**config.mk**
```make
export PLATFORM = sky130hd
export DESIGN_NAME = sc_statemachine_move
export DESIGN_NICKNAME = d
export VERILOG_FILES = /design/src/rtl/sc_move_defs.sv /design/src/rtl/sc_move_repeat_timer.sv /design/src/rtl/sc_statemachine_move.sv
export SDC_FILE = /design/constraint.sdc
export NUM_CORES = 1
export LEC_CHECK = 0
export ABC_AREA = 1
export CORE_MARGIN = 2
export CORE_UTILIZATION = 40
export DETAILED_ROUTE_END_ITERATION = 7
export MAX_ROUTING_LAYER = met4
export PLACE_DENSITY = 0.78
export SYNTH_ARGS = -nofsm -noshare
export SYNTH_HDL_FRONTEND = slang
export SYNTH_SLANG_ARGS = --single-unit
```
**constraint.sdc**
```tcl
create_clock -name SC_STATEMACHINEMOVE_CLOCK_50 -period 1.5 [get_ports SC_STATEMACHINEMOVE_CLOCK_50]
set_clock_uncertainty 0.1 [all_clocks]
set_input_delay 0.3 -clock SC_STATEMACHINEMOVE_CLOCK_50 [delete_from_list [all_inputs] [get_ports SC_STATEMACHINEMOVE_CLOCK_50]]
set_output_delay 0.3 -clock SC_STATEMACHINEMOVE_CLOCK_50 [all_outputs]
set_load 0.05 [all_outputs]
```
**src/rtl/sc_move_defs.sv**
```systemverilog
// Shared definitions for the Frogger player-movement controller.
// Holds the FSM state encoding, the direction codes driven on dir_Out and a
// small helper used to size the auto-repeat counter.
package sc_move_defs;

    typedef enum logic [2:0] {
        StReset = 3'd0,
        StCheck = 3'd1,
        StInit  = 3'd2,
        StMove  = 3'd3,
        StHold  = 3'd4
    } state_e;

    localparam logic [1:0] DIR_UP    = 2'b00;
    localparam logic [1:0] DIR_DOWN  = 2'b01;
    localparam logic [1:0] DIR_LEFT  = 2'b10;
    localparam logic [1:0] DIR_RIGHT = 2'b11;

    function automatic int unsigned max_u(input int unsigned a, input int unsigned b);
        return (a > b) ? a : b;
    endfunction

endpackage

```
**src/rtl/sc_move_repeat_timer.sv**
```systemverilog
// Auto-repeat interval counter for the movement controller.
// Counts enabled cycles and flags the terminal count; the terminal value is
// HOLD_CYCLES-1 for the first repeat and REPEAT_CYCLES-1 for later ones.
// Ports:
//   clk_i   clock
//   rst_ni  asynchronous active-low reset
//   clr_i   synchronous clear (wins over enable)
//   en_i    count enable
//   rep_i   0: first-repeat interval, 1: subsequent-repeat interval
//   tc_o    terminal count reached this cycle (only while enabled)
module sc_move_repeat_timer
    import sc_move_defs::*;
#(
    parameter int unsigned HOLD_CYCLES   = 0,
    parameter int unsigned REPEAT_CYCLES = 0
) (
    input  logic clk_i,
    input  logic rst_ni,
    input  logic clr_i,
    input  logic en_i,
    input  logic rep_i,
    output logic tc_o
);

    localparam int unsigned RepEff  = (REPEAT_CYCLES == 0) ? HOLD_CYCLES : REPEAT_CYCLES;
    localparam int unsigned MaxTerm = max_u(HOLD_CYCLES, RepEff);
    // Keep at least one bit so the counter exists even with auto-repeat disabled.
    localparam int unsigned CntW    = (MaxTerm == 0) ? 1 : $clog2(MaxTerm + 1);

    localparam logic [CntW-1:0] HoldLast = CntW'((HOLD_CYCLES == 0) ? 0 : HOLD_CYCLES - 1);
    localparam logic [CntW-1:0] RepLast  = CntW'((RepEff == 0) ? 0 : RepEff - 1);

    logic [CntW-1:0] cnt_q, cnt_d;
    logic [CntW-1:0] last;
    logic            tc;

    always_comb begin
        last  = rep_i ? RepLast : HoldLast;
        tc    = en_i && (cnt_q == last);
        cnt_d = cnt_q;
        if (clr_i) begin
            cnt_d = '0;
        end else if (en_i) begin
            if (tc) begin
                cnt_d = '0;
            end else if (cnt_q != {CntW{1'b1}}) begin
                // Saturate rather than wrap.
                cnt_d = cnt_q + CntW'(1);
            end
        end
    end

    assign tc_o = tc;

    always_ff @(posedge clk_i or negedge rst_ni) begin
        if (!rst_ni) begin
            cnt_q <= '0;
        end else begin
            cnt_q <= cnt_d;
        end
    end

endmodule

```
**src/rtl/sc_statemachine_move.sv**
```systemverilog
// Player-movement controller for the Frogger grid.
// Decodes active-low direction/start buttons, owns the player position with
// clamping at all four grid edges, handles level restart/next-level requests
// and optional auto-repeat while a direction stays held.
// Ports:
//   SC_STATEMACHINEMOVE_CLOCK_50            system clock
//   SC_STATEMACHINEMOVE_RESET_InLow         asynchronous active-low reset
//   SC_STATEMACHINEMOVE_*Button_InLow       start/up/down/left/right, active low
//   SC_STATEMACHINEMOVE_resetLevel_In       level-restart pulse
//   SC_STATEMACHINEMOVE_nextLevel_In        level-complete pulse
//   SC_STATEMACHINEMOVE_col_Out/row_Out     player position
//   SC_STATEMACHINEMOVE_clear_OutLow        one-cycle low pulse in INIT
//   SC_STATEMACHINEMOVE_moved_Out           one-cycle pulse after a real move
//   SC_STATEMACHINEMOVE_dir_Out             last accepted direction
//   SC_STATEMACHINEMOVE_atGoal_Out          player is on row 0
module sc_statemachine_move
    import sc_move_defs::*;
#(
    parameter int unsigned COLS          = 8,
    parameter int unsigned ROWS          = 16,
    parameter int unsigned START_COL     = 3,
    parameter int unsigned START_ROW     = 15,
    parameter int unsigned HOLD_CYCLES   = 0,
    parameter int unsigned REPEAT_CYCLES = 0,
    localparam int unsigned CW           = $clog2(COLS),
    localparam int unsigned RW           = $clog2(ROWS)
) (
    input  logic          SC_STATEMACHINEMOVE_CLOCK_50,
    input  logic          SC_STATEMACHINEMOVE_RESET_InLow,
    input  logic          SC_STATEMACHINEMOVE_startButton_InLow,
    input  logic          SC_STATEMACHINEMOVE_upButton_InLow,
    input  logic          SC_STATEMACHINEMOVE_downButton_InLow,
    input  logic          SC_STATEMACHINEMOVE_leftButton_InLow,
    input  logic          SC_STATEMACHINEMOVE_rightButton_InLow,
    input  logic          SC_STATEMACHINEMOVE_resetLevel_In,
    input  logic          SC_STATEMACHINEMOVE_nextLevel_In,
    output logic [CW-1:0] SC_STATEMACHINEMOVE_col_Out,
    output logic [RW-1:0] SC_STATEMACHINEMOVE_row_Out,
    output logic          SC_STATEMACHINEMOVE_clear_OutLow,
    output logic          SC_STATEMACHINEMOVE_moved_Out,
    output logic [1:0]    SC_STATEMACHINEMOVE_dir_Out,
    output logic          SC_STATEMACHINEMOVE_atGoal_Out
);

    localparam bit            AutoRep  = (HOLD_CYCLES != 0);
    localparam logic [CW-1:0] StartCol = CW'(START_COL);
    localparam logic [RW-1:0] StartRow = RW'(START_ROW);
    localparam logic [CW-1:0] LastCol  = CW'(COLS - 1);
    localparam logic [RW-1:0] LastRow  = RW'(ROWS - 1);

    logic clk, rst_n;
    logic btn_start, btn_up, btn_dn, btn_lf, btn_rt;
    logic lvl_req, any_dir, any_btn;

    assign clk       = SC_STATEMACHINEMOVE_CLOCK_50;
    assign rst_n     = SC_STATEMACHINEMOVE_RESET_InLow;
    assign btn_start = ~SC_STATEMACHINEMOVE_startButton_InLow;
    assign btn_up    = ~SC_STATEMACHINEMOVE_upButton_InLow;
    assign btn_dn    = ~SC_STATEMACHINEMOVE_downButton_InLow;
    assign btn_lf    = ~SC_STATEMACHINEMOVE_leftButton_InLow;
    assign btn_rt    = ~SC_STATEMACHINEMOVE_rightButton_InLow;
    assign lvl_req   = SC_STATEMACHINEMOVE_resetLevel_In | SC_STATEMACHINEMOVE_nextLevel_In;
    assign any_dir   = btn_up | btn_dn | btn_lf | btn_rt;
    assign any_btn   = any_dir | btn_start;

    state_e        state_q, state_d;
    logic [CW-1:0] col_q, col_d;
    logic [RW-1:0] row_q, row_d;
    logic [1:0]    dir_q, dir_d;
    logic          rep_q, rep_d;    // first repeat already fired during this hold
    logic          mute_q, mute_d;  // repeats suppressed after INIT until full release

    logic tmr_clr, tmr_en, tmr_tc;

    // Direction decode with fixed priority; req_ok is the edge-clamp verdict.
    logic          req_valid, req_ok;
    logic [1:0]    req_dir;
    logic [CW-1:0] col_step;
    logic [RW-1:0] row_step;

    always_comb begin
        req_valid = 1'b1;
        req_ok    = 1'b0;
        req_dir   = DIR_UP;
        col_step  = col_q;
        row_step  = row_q;
        if (btn_up) begin
            req_ok   = (row_q != '0);
            row_step = row_q - RW'(1);
        end else if (btn_dn) begin
            req_dir  = DIR_DOWN;
            req_ok   = (row_q != LastRow);
            row_step = row_q + RW'(1);
        end else if (btn_lf) begin
            req_dir  = DIR_LEFT;
            req_ok   = (col_q != '0);
            col_step = col_q - CW'(1);
        end else if (btn_rt) begin
            req_dir  = DIR_RIGHT;
            req_ok   = (col_q != LastCol);
            col_step = col_q + CW'(1);
        end else begin
            req_valid = 1'b0;
        end
    end

    always_comb begin
        state_d = state_q;
        col_d   = col_q;
        row_d   = row_q;
        dir_d   = dir_q;
        rep_d   = rep_q;
        mute_d  = mute_q;
        tmr_clr = 1'b1;
        tmr_en  = 1'b0;
        unique case (state_q)
            StReset: begin
                state_d = StCheck;
            end
            StCheck: begin
                rep_d  = 1'b0;
                mute_d = 1'b0;
                if (lvl_req || btn_start) begin
                    state_d = StInit;
                    col_d   = StartCol;
                    row_d   = StartRow;
                    mute_d  = 1'b1;
                end else if (req_valid) begin
                    if (req_ok) begin
                        state_d = StMove;
                        col_d   = col_step;
                        row_d   = row_step;
                        dir_d   = req_dir;
                    end else begin
                        state_d = StHold;
                    end
                end
            end
            StInit: begin
                state_d = StHold;
            end
            StMove: begin
                // The repeat interval is measured from the move itself.
                tmr_clr = 1'b0;
                tmr_en  = AutoRep && any_dir && !mute_q;
                state_d = StHold;
            end
            StHold: begin
                tmr_clr = 1'b0;
                if (lvl_req) begin
                    state_d = StInit;
                    col_d   = StartCol;
                    row_d   = StartRow;
                    rep_d   = 1'b0;
                    mute_d  = 1'b1;
                    tmr_clr = 1'b1;
                end else if (!any_btn) begin
                    state_d = StCheck;
                    tmr_clr = 1'b1;
                end else begin
                    tmr_en = AutoRep && any_dir && !mute_q;
                    if (tmr_tc) begin
                        rep_d = 1'b1;
                        if (req_ok) begin
                            state_d = StMove;
                            col_d   = col_step;
                            row_d   = row_step;
                            dir_d   = req_dir;
                        end
                    end
                end
            end
            default: begin
                state_d = StCheck;
            end
        endcase
    end

    always_ff @(posedge clk or negedge rst_n) begin
        if (!rst_n) begin
            state_q <= StReset;
            col_q   <= StartCol;
            row_q   <= StartRow;
            dir_q   <= DIR_UP;
            rep_q   <= 1'b0;
            mute_q  <= 1'b0;
        end else begin
            state_q <= state_d;
            col_q   <= col_d;
            row_q   <= row_d;
            dir_q   <= dir_d;
            rep_q   <= rep_d;
            mute_q  <= mute_d;
        end
    end

    sc_move_repeat_timer #(
        .HOLD_CYCLES  (HOLD_CYCLES),
        .REPEAT_CYCLES(REPEAT_CYCLES)
    ) u_timer (
        .clk_i (clk),
        .rst_ni(rst_n),
        .clr_i (tmr_clr),
        .en_i  (tmr_en),
        .rep_i (rep_q),
        .tc_o  (tmr_tc)
    );

    // Moore outputs; any unknown state leaves them inactive.
    assign SC_STATEMACHINEMOVE_col_Out      = col_q;
    assign SC_STATEMACHINEMOVE_row_Out      = row_q;
    assign SC_STATEMACHINEMOVE_dir_Out      = dir_q;
    assign SC_STATEMACHINEMOVE_clear_OutLow = (state_q != StInit);
    assign SC_STATEMACHINEMOVE_moved_Out    = (state_q == StMove);
    assign SC_STATEMACHINEMOVE_atGoal_Out   = (row_q == '0);

endmodule

```
=== Yosys cells after proc, flatten, opt, wreduce, memory -nomap -nowiden ===
Cells that the tools add are included.

* Input bits: 9
* Register bits: 12
* Logic and storage cells: 78

* Reduce and logical (&&, ||, !) cells: 10
* Muxes and demuxes: 34
* $add $sub $neg: 4
* Equality and inequality tests: 15
* Bitwise logic cells: 11

{| class="wikitable"
|+ Operator list
! kind !! count
|-
| 3-bit two-way mux || 13
|-
| 4-bit two-way mux || 6
|-
| 3-bit != test, second input constant || 6
|-
| 4-bit != test, second input constant || 3
|-
| 3-bit case mux with 3 select lines || 1
|-
| 1-bit two-way mux || 8
|-
| 2-bit two-way mux || 4
|-
| 4-bit case mux with 2 select lines || 1
|-
| 7-bit AND reduction || 1
|-
| 3-bit by 2-bit equality test with 1-bit output, second input constant || 2
|-
| 1-bit inverter || 6
|-
| 3-bit case mux with 2 select lines || 1
|-
| 1-bit OR || 5
|-
| 5-bit AND reduction || 1
|-
| 4-bit by 1-bit adder with 4-bit output, second input constant || 1
|-
| 4-bit zero test || 1
|-
| 4-bit AND reduction || 1
|-
| 4-bit nonzero test || 1
|-
| 4-bit by 1-bit subtractor with 4-bit output, second input constant || 1
|-
| 3-bit by 1-bit adder with 3-bit output, second input constant || 1
|-
| 3-bit by 1-bit equality test with 1-bit output, second input constant || 1
|-
| 3-bit equality test, second input constant || 1
|-
| 3-bit by 2-bit != test with 1-bit output, second input constant || 1
|-
| 3-bit nonzero test || 1
|-
| 6 further kinds || 6
|}

=== Logic depth before layout (Yosys ltp) ===
Gate-level depths: netlist of run 1.

* Depth in word-level cells: 9
* Mapped depth: 12
* Depth with buffers taken out: 12

=== Cells and area by module ===
Synthesis of run 1 repeated with hierarchy kept, for this count alone.

* Cells, all modules: 158
* Area, all modules: 1,163.6 µm²

{| class="wikitable"
|+ Modules (own cells, without submodules)
! module !! sequential area each (µm²) !! times used !! cells each !! area each (µm²)
|-
| sc_statemachine_move || 332.8 || 1 || 153 || 1,121.1
|-
| sc_move_repeat_timer || 25.0 || 1 || 5 || 42.5
|}

=== Worst setup path before layout of run 1 ===
No wires, ideal clock.

* Path type: flip-flop to output port
* Start point: register row_q[0] (netlist: SC_STATEMACHINEMOVE_row_Out[0])
* End point: output SC_STATEMACHINEMOVE_atGoal_Out
* Arrival: 2,046 ps
* Buffers on the path: 0
* Cell stages (with the launch flop): 2
* Required time: 1,100 ps
* Setup slack: -946 ps
* Cells stage by stage: dfstp_2 nor4_1

* Cells in the longest elaborated chain, start to end: 1

{| class="wikitable"
|+ RTL lines
! what !! line !! text
|-
| start, declared || sc_statemachine_move.sv:68 || <nowiki>logic [RW-1:0] row_q, row_d;</nowiki>
|-
| start signal, assigned || sc_statemachine_move.sv:183 || <nowiki>row_q <= StartRow;</nowiki>
|-
| start signal, assigned || sc_statemachine_move.sv:190 || <nowiki>row_q <= row_d;</nowiki>
|-
| 4-bit zero test || sc_statemachine_move.sv:215 || <nowiki>assign SC_STATEMACHINEMOVE_atGoal_Out = (row_q == '0);</nowiki>
|-
| end, declared || sc_statemachine_move.sv:42 || <nowiki>output logic SC_STATEMACHINEMOVE_atGoal_Out</nowiki>
|}

Every way passes these cells.

=== Final worst setup path of run 1 ===
* Start point: register row_q[2] (netlist: SC_STATEMACHINEMOVE_row_Out[2])
* End point: register col_q[0] (netlist: SC_STATEMACHINEMOVE_col_Out[0])

* Cells in the longest elaborated chain, start to end: 5
* Elaborated cells on any way between the ends: 6
* Those cells by class: 2 x eq/ne; 2 x mux; 2 x reduce/logical

{| class="wikitable"
|+ RTL lines
! what !! line !! text
|-
| 4-bit != test || sc_statemachine_move.sv:92 || <nowiki>req_ok = (row_q != LastRow);</nowiki>
|-
| 1-bit two-way mux || sc_statemachine_move.sv:90 || <nowiki>end else if (btn_dn) begin</nowiki>
|-
| 1-bit two-way mux (*) || sc_statemachine_move.sv:87 || <nowiki>if (btn_up) begin</nowiki>
|-
| 3-bit != test (no source line) (*) || n/a ||
|-
| 7-bit AND reduction (no source line) (*) || n/a ||
|-
| end signal, assigned || sc_statemachine_move.sv:182 || <nowiki>col_q <= StartCol;</nowiki>
|-
| end signal, assigned || sc_statemachine_move.sv:189 || <nowiki>col_q <= col_d;</nowiki>
|-
| end, declared || sc_statemachine_move.sv:67 || <nowiki>logic [CW-1:0] col_q, col_d;</nowiki>
|}

Every way passes the cells marked *; elsewhere a longest branch is shown, timed or not.
A chain may end at the register's enable or synchronous reset.

==> results.toml, run 1 <==
[synth]
synth_edf_count = 0
yosysSeqAreaShare = 0.331
syn_inst = 117
synth_compound_area_frac = 0.0806
synthMuxAreaShare = 0
synth_top_family_by_area = "simple AND/OR/NAND/NOR gates"
synthXorXnorAreaFrac = 0.0376
synth_warnings = 0
yosysTopAreaCell = "dfstp_2"
syn_area_per_cell_um2 = 7.96
synth.cell_area_um2 = 931
synthArstFlopShare = 1.00
ys.flop_type = "dfstp_2"
synth-adder-area-share = 0.0699
synth_area_leaders = "dfstp_2, dfrtp_1, nand2_1"
yosys.area_share.simple = 0.435
syn-num-nets = 130
synth_top_area_frac = 0.169
ys_types = 32
ys_ff_latch = 12

[sta]
finalCritPeriodShare = 1.23
fmax_ghz = 0.543
rsz0062_at_grt = "yes"
tns_ns = -4.10
setup_violations = 20
worst_pin_slew_ns = 0.313
hold_viol = 0
slew_violations = 0
fin_ws_ns = -0.343
relSlewSlack = 0.789
min_period_ns = 1.84

[cells_and_area]
nets = 198
seqCellArea_um2 = 330
area_delta_synth_final_pct = 101
layout_common_cells = "buf_4, nand2_1, buf_12, buf_6"
drive_gt1_frac = 0.620
final_util = 0.846
mostFrequentLayoutCell = "buf_4"
diodes = 0
multi_input_area_um2 = 749
nFillCells = 114

[global_routing]
grt_pass1_vias = 1125
grt_overflow = 0
grt_pass1_wl_um = 4840
grt_max_degree = 13
grt_usage = 0.255
antenna_found_initial = 0

[clocking]
cts.hold.buffers_added = 0
clk-insertion-delay-late_ns = 0.29
cts_buffers = 3
cts_root_buf = "clkbuf_4"
htree_levels = 1
clockBufferDepth = 2
cts_tree = "yes"
cts.clk_slew.worst_paths_ns = 0.09
cts_sinks = 12

[placed_design]
dp_slack_ns = -0.445
port_buffers = 20
place_congestion = 0.819
post-dp-hpwl_um = 2040

[setup_path]
path_cells = "buf_6, nand2_4, nor2_4, nor2_2, nor2_2, nand2_2, nand2_4, nand2_4, nand2_4, nand2_4, nand2_4, nand2_1, nand2_1"
cp.required_ns = 1.62
critPathTopFamily = "simple AND/OR/NAND/NOR gates"
cpMaxStageDelayCell = "dfstp_4"
critical-path-max-stage-delay_ns = 0.63
end_kind = "flip-flop"
crit_fanout = 4
startpoint_type = "flip-flop"
crit_type = "reg2reg"
arrival_ns = 1.97
r2r_cells = 13
worstSetupPathDepth = 13
critPathMostFrequentCell = "nand2_4"
crit_buf_inv = 1

[power_and_ir_drop]
power.share.combinational = 0.766
p_leak_nw = 0.884
seqPwrFrac = 0.183
clkPwrFrac = 0.051
p_sw_mw = 2.03
ir_worst_vdd_mv = 1.87
p_int_mw = 2.32
p_per_area_nw_per_um2 = 2330
power.total_mw = 4.35
sw_frac_of_total = 0.467

[worst_hold_path]
hold_class = "in2async"

[job]
drv_cap = 0

[floorplanning]
start_util = 0.421
core_area_um2 = 2210
dieArea_um2 = 2730
die_height_um = 52.2
pin_count = 21
die_w_um = 52.2
rows = 17

[detailed_routing]
wl_per_cell_um = 16.4
routed_wl_um = 3490
viasPerCell = 5.18
drt_pass1_iterations = 4
drc = 0
ant_nets = 0
num_vias = 1098
drtIter0Drc = 32

[outcome]
status = "finished with violations"
violations = "setup timing"
## power by group through the flow
stage	Clock (mW)	Sequential (mW)	Combinational, mW
floorplan	0	1.23	0.927
global placement	0	0.768	2.42
CTS	0.220	0.767	2.87
finish	0.222	0.796	3.34
detailed placement	0	0.784	2.49
global route	0.238	0.816	3.52
## cell families after synthesis
group,after synthesis
AO/OA/AOI/OAI,13
adder cells (fa/ha/maj),4
XOR/XNOR,4
AND/OR/NAND/NOR,73
buffers and inverters,11
flip-flops,12
## final cells by class
class                      instances  share of cell area
multi-input combinational         94               0.400
inverter                          11              0.0227
timing repair buffer              63               0.368
clock inverter                     1             0.00201
sequential                        12               0.176
tap                               28              0.0187
clock buffer                       3              0.0120
## worst paths after layout
kind / slack (ns) / endpoint / start
max: -0.34 / SC_STATEMACHINEMOVE_col_Out[0]$_DFFE_PN1P_ / SC_STATEMACHINEMOVE_row_Out[2]$_DFFE_PN1P_
min: 0.23 / SC_STATEMACHINEMOVE_dir_Out[0]$_DFFE_PN0P_ / SC_STATEMACHINEMOVE_RESET_InLow
max reg2reg: -0.34 / SC_STATEMACHINEMOVE_col_Out[0]$_DFFE_PN1P_ / SC_STATEMACHINEMOVE_row_Out[2]$_DFFE_PN1P_
min reg2reg: 0.49 / SC_STATEMACHINEMOVE_dir_Out[0]$_DFFE_PN0P_ / SC_STATEMACHINEMOVE_dir_Out[0]$_DFFE_PN0P_
max in group asynchronous: 0.83 / SC_STATEMACHINEMOVE_col_Out[0]$_DFFE_PN1P_ / SC_STATEMACHINEMOVE_RESET_InLow
min in group SC_STATEMACHINEMOVE_CLOCK_50: 0.49 / SC_STATEMACHINEMOVE_dir_Out[0]$_DFFE_PN0P_ / SC_STATEMACHINEMOVE_dir_Out[0]$_DFFE_PN0P_
## through the flow
| stage | std cells | hold WS (ns) | instance area, um2 |
|---|---|---|---|
| 2_1_floorplan | 117 | -0.0956 | 991 |
| 3_3_place_gp | 191 | 0.434 | 1540 |
| 3_5_place_dp | 191 | 0.457 | 1540 |
| 4_1_cts | 207 | 0.234 | 1710 |
| 5_1_grt | 212 | 0.236 | 1870 |
| 6_report | 212 | 0.230 | 1870 |
## what timing repair did
item                       CTS  global route
setup endpoints to repair   20            21
setup buffers               12             6
gates cloned                 0             0
pin swaps                    6            18
hold endpoints to repair     0             0
resized for setup           17            31
## routing by layer
layer	part of all wire	vias to the layer above	global-route usage
li1	-	513	-
met4	0.040	0	0.141
met5	0	-	-
met3	0.053	14	0.0429
met2	0.51	50	0.430
met1	0.40	521	0.288
## synthesized netlist by cell type (2+ instances only)
cell      n
a21oi_1   2
dfrtp_1   6
dfstp_2   6
fa_1      2
ha_1      2
inv_1     9
nand2_1  28
nand2_2   8
nand2_4   3
nand3_1   7
nor2_1   14
nor2_2    3
o21ai_1   6
xnor2_1   2
xor2_1    2
## state kept, by name (all words and copies together), names as in the netlist
register                     count
state_q                          3
SC_STATEMACHINEMOVE_dir_Out      2
SC_STATEMACHINEMOVE_row_Out      4
SC_STATEMACHINEMOVE_col_Out      3
Note: power is estimated with default switching activity, not from simulation.
==> run 2: changes to the inputs <==
--- a/config.mk
+++ b/config.mk
@@ -11,6 +11,8 @@
 export DETAILED_ROUTE_END_ITERATION = 7
 export MAX_ROUTING_LAYER = met4
 export PLACE_DENSITY = 0.78
+export SETUP_SLACK_MARGIN = 0.05
 export SYNTH_ARGS = -nofsm -noshare
 export SYNTH_HDL_FRONTEND = slang
 export SYNTH_SLANG_ARGS = --single-unit
+export TNS_END_PERCENT = 5
==> run 2 against run 1 <==
Effect of this change:
- the flow still finishes with violations (setup timing)
- via count fell by 7.3%
- utilization fell by 8.7 points
- combinational power fell by 16%
- sequential power fell by 2%
- worst setup slack improved by 0.077 ns
- die area did not move
- critical path depth fell by 10
- final area fell by 10%
- sequential cell count did not move
- highest routed layer unchanged
==> results.toml, run 2 (synthesis results as in run 1) <==
[placed_design]
port_buffers = 20
postPlaceCellArea_um2 = 1530
post-dp-hpwl_um = 2000
place_congestion = 0.783

[floorplanning]
dieArea_um2 = 2730
pin_count = 21
die_w_um = 52.2
die_height_um = 52.2
start_util = 0.421
core_area_um2 = 2210
rows = 17

[power_and_ir_drop]
seqPwrFrac = 0.202
sw_frac_of_total = 0.458
power.share.combinational = 0.726
clkPwrFrac = 0.072
p_sw_mw = 1.76
ir_worst_vdd_mv = 1.75
p_per_area_nw_per_um2 = 2300
p_int_mw = 2.09
power.total_mw = 3.86
p_leak_nw = 0.775

[detailed_routing]
drt_pass1_iterations = 4
routed_wl_um = 2760
viasPerCell = 5.09
drc = 0
ant_nets = 0
wl_per_cell_um = 13.8
num_vias = 1018
drtIter0Drc = 45

[cells_and_area]
drive_gt1_frac = 0.517
largest_reg_flops = 4
final_util = 0.759
postLayoutCellArea_um2 = 1680
mostFrequentLayoutCell = "nand2_1"
diodes = 0
area_delta_synth_final_pct = 80.4
layout_common_cells = "nand2_1, buf_4, buf_12, nor2_1, nand2_2"
nets = 186

[global_routing]
grt_pass1_vias = 1038
antenna_found_initial = 0
grt_pass1_wl_um = 4660
grt_overflow = 0
grt_max_degree = 13
grt_usage = 0.243

[worst_hold_path]
hold_class = "in2async"

[setup_path]
cpMaxStageDelayCell = "dfstp_4"
rrSetupSlack_ns = -0.20
startpoint_type = "flip-flop"
critical-path-max-stage-delay_ns = 0.48
crit_type = "reg2out"
end_kind = "output port"
arrival_ns = 1.37
crit_fanout = 2
cp.required_ns = 1.10
path_cells = "buf_6, nor4_4, buf_12"

[sta]
rsz0062_at_grt = "yes"
fmax_ghz = 0.566
holdWs_ns = 0.193
min_period_ns = 1.77
hold_viol = 0
relSlewSlack = 0.797
slew_violations = 0
fin_ws_ns = -0.266
worst_pin_slew_ns = 0.304
setup_violations = 20
finalCritPeriodShare = 1.18

[clocking]
cts_tree = "yes"
cts_buffers = 3
clockBufferDepth = 2
cts.hold.buffers_added = 0
htree_levels = 1
clk-insertion-delay-late_ns = 0.29
cts.clk_slew.worst_paths_ns = 0.09
cts_sinks = 12
cts_root_buf = "clkbuf_4"

[outcome]
violations = "setup timing"
status = "finished with violations"

[job]
drv_cap = 0
-- run 2: changes by cell type in the layout (fill, tap and decap cells not counted), moves of 2 or more --
| cell | delta |
|---|---|
| buf_4 | -7 |
| nand2_1 | +6 |
| buf_6 | -5 |
| nand2_4 | -5 |
| nand3_1 | +3 |
| nand3_2 | -2 |
| nor2_1 | +2 |
| nor2_2 | -2 |
-- run 2: final timing paths --
path / depth (start not counted) / to / from
worst min-delay path: 2 / SC_STATEMACHINEMOVE_col_Out[2]$_DFFE_PN0P_ / SC_STATEMACHINEMOVE_RESET_InLow
worst max register to register: 12 / SC_STATEMACHINEMOVE_col_Out[2]$_DFFE_PN0P_ / SC_STATEMACHINEMOVE_row_Out[0]$_DFFE_PN1P_
max in group asynchronous: 2 / SC_STATEMACHINEMOVE_row_Out[3]$_DFFE_PN1P_ / SC_STATEMACHINEMOVE_RESET_InLow
worst max-delay path: 3 / SC_STATEMACHINEMOVE_atGoal_Out / SC_STATEMACHINEMOVE_row_Out[0]$_DFFE_PN1P_
worst min register to register: 2 / SC_STATEMACHINEMOVE_dir_Out[1]$_DFFE_PN0P_ / SC_STATEMACHINEMOVE_dir_Out[1]$_DFFE_PN0P_
min in group SC_STATEMACHINEMOVE_CLOCK_50: 2 / SC_STATEMACHINEMOVE_dir_Out[1]$_DFFE_PN0P_ / SC_STATEMACHINEMOVE_dir_Out[1]$_DFFE_PN0P_
-- run 2: power by group through the flow --
stage	Clock (mW)	Combinational [mW]	Sequential [mW]
floorplan	0	0.908	1.22
global placement	0	2.42	0.760
detailed placement	0	2.50	0.770
CTS	0.271	2.73	0.769
global route	0.291	2.97	0.803
finish	0.278	2.80	0.778
-- run 2: routing by layer --
| metal | global-route usage | share of wire |
|---|---|---|
| met2 | 0.422 | 0.52 |
| met3 | 0.0343 | 0.046 |
| met5 | - | 0 |
| met4 | 0.103 | 0.030 |
| met1 | 0.282 | 0.41 |
-- run 2: timing repair --
item                       CTS  global route
hold endpoints to repair     0             0
resized for setup           16             7
pin swaps                    8             0
setup endpoints to repair   21            21
buffers inserted             5             0
-- run 2: worst max-delay path: cells and delay by family, from the launching register on --
kind | cells | cell delay [ns]
buffers and inverters | 2 | 0.30
AND/OR/NAND/NOR | 1 | 0.30
flip-flops | 1 | 0.48
-- run 2: per-stage QoR --
step | setup TNS, ns | setup WS (ns) | instances
CTS | -2.22 | -0.245 | 200
global route | -3.80 | -0.288 | 200
detailed placement | -4.21 | -0.419 | 191
global placement | -3.45 | -0.378 | 191
floorplan | -1.05 | -0.158 | 117
finish | -2.54 | -0.266 | 200
-- run 2: layout make-up --
cell class	count	area, um2
inverter	11	46.3
multi-input combinational	94	657
tap	28	35.0
clock buffer	4	36.3
sequential	12	327
timing repair buffer	51	578
fill	141	533
==> run 3: changes to the inputs <==
--- a/config.mk
+++ b/config.mk
@@ -6,6 +6,7 @@
 export NUM_CORES = 1
 export LEC_CHECK = 0
 export ABC_AREA = 1
+export CAP_MARGIN = 10
 export CORE_MARGIN = 2
 export CORE_UTILIZATION = 40
 export DETAILED_ROUTE_END_ITERATION = 7
==> results of run 3 <==
Same layout as run 2: the final DEF is identical, and so are final timing and power.
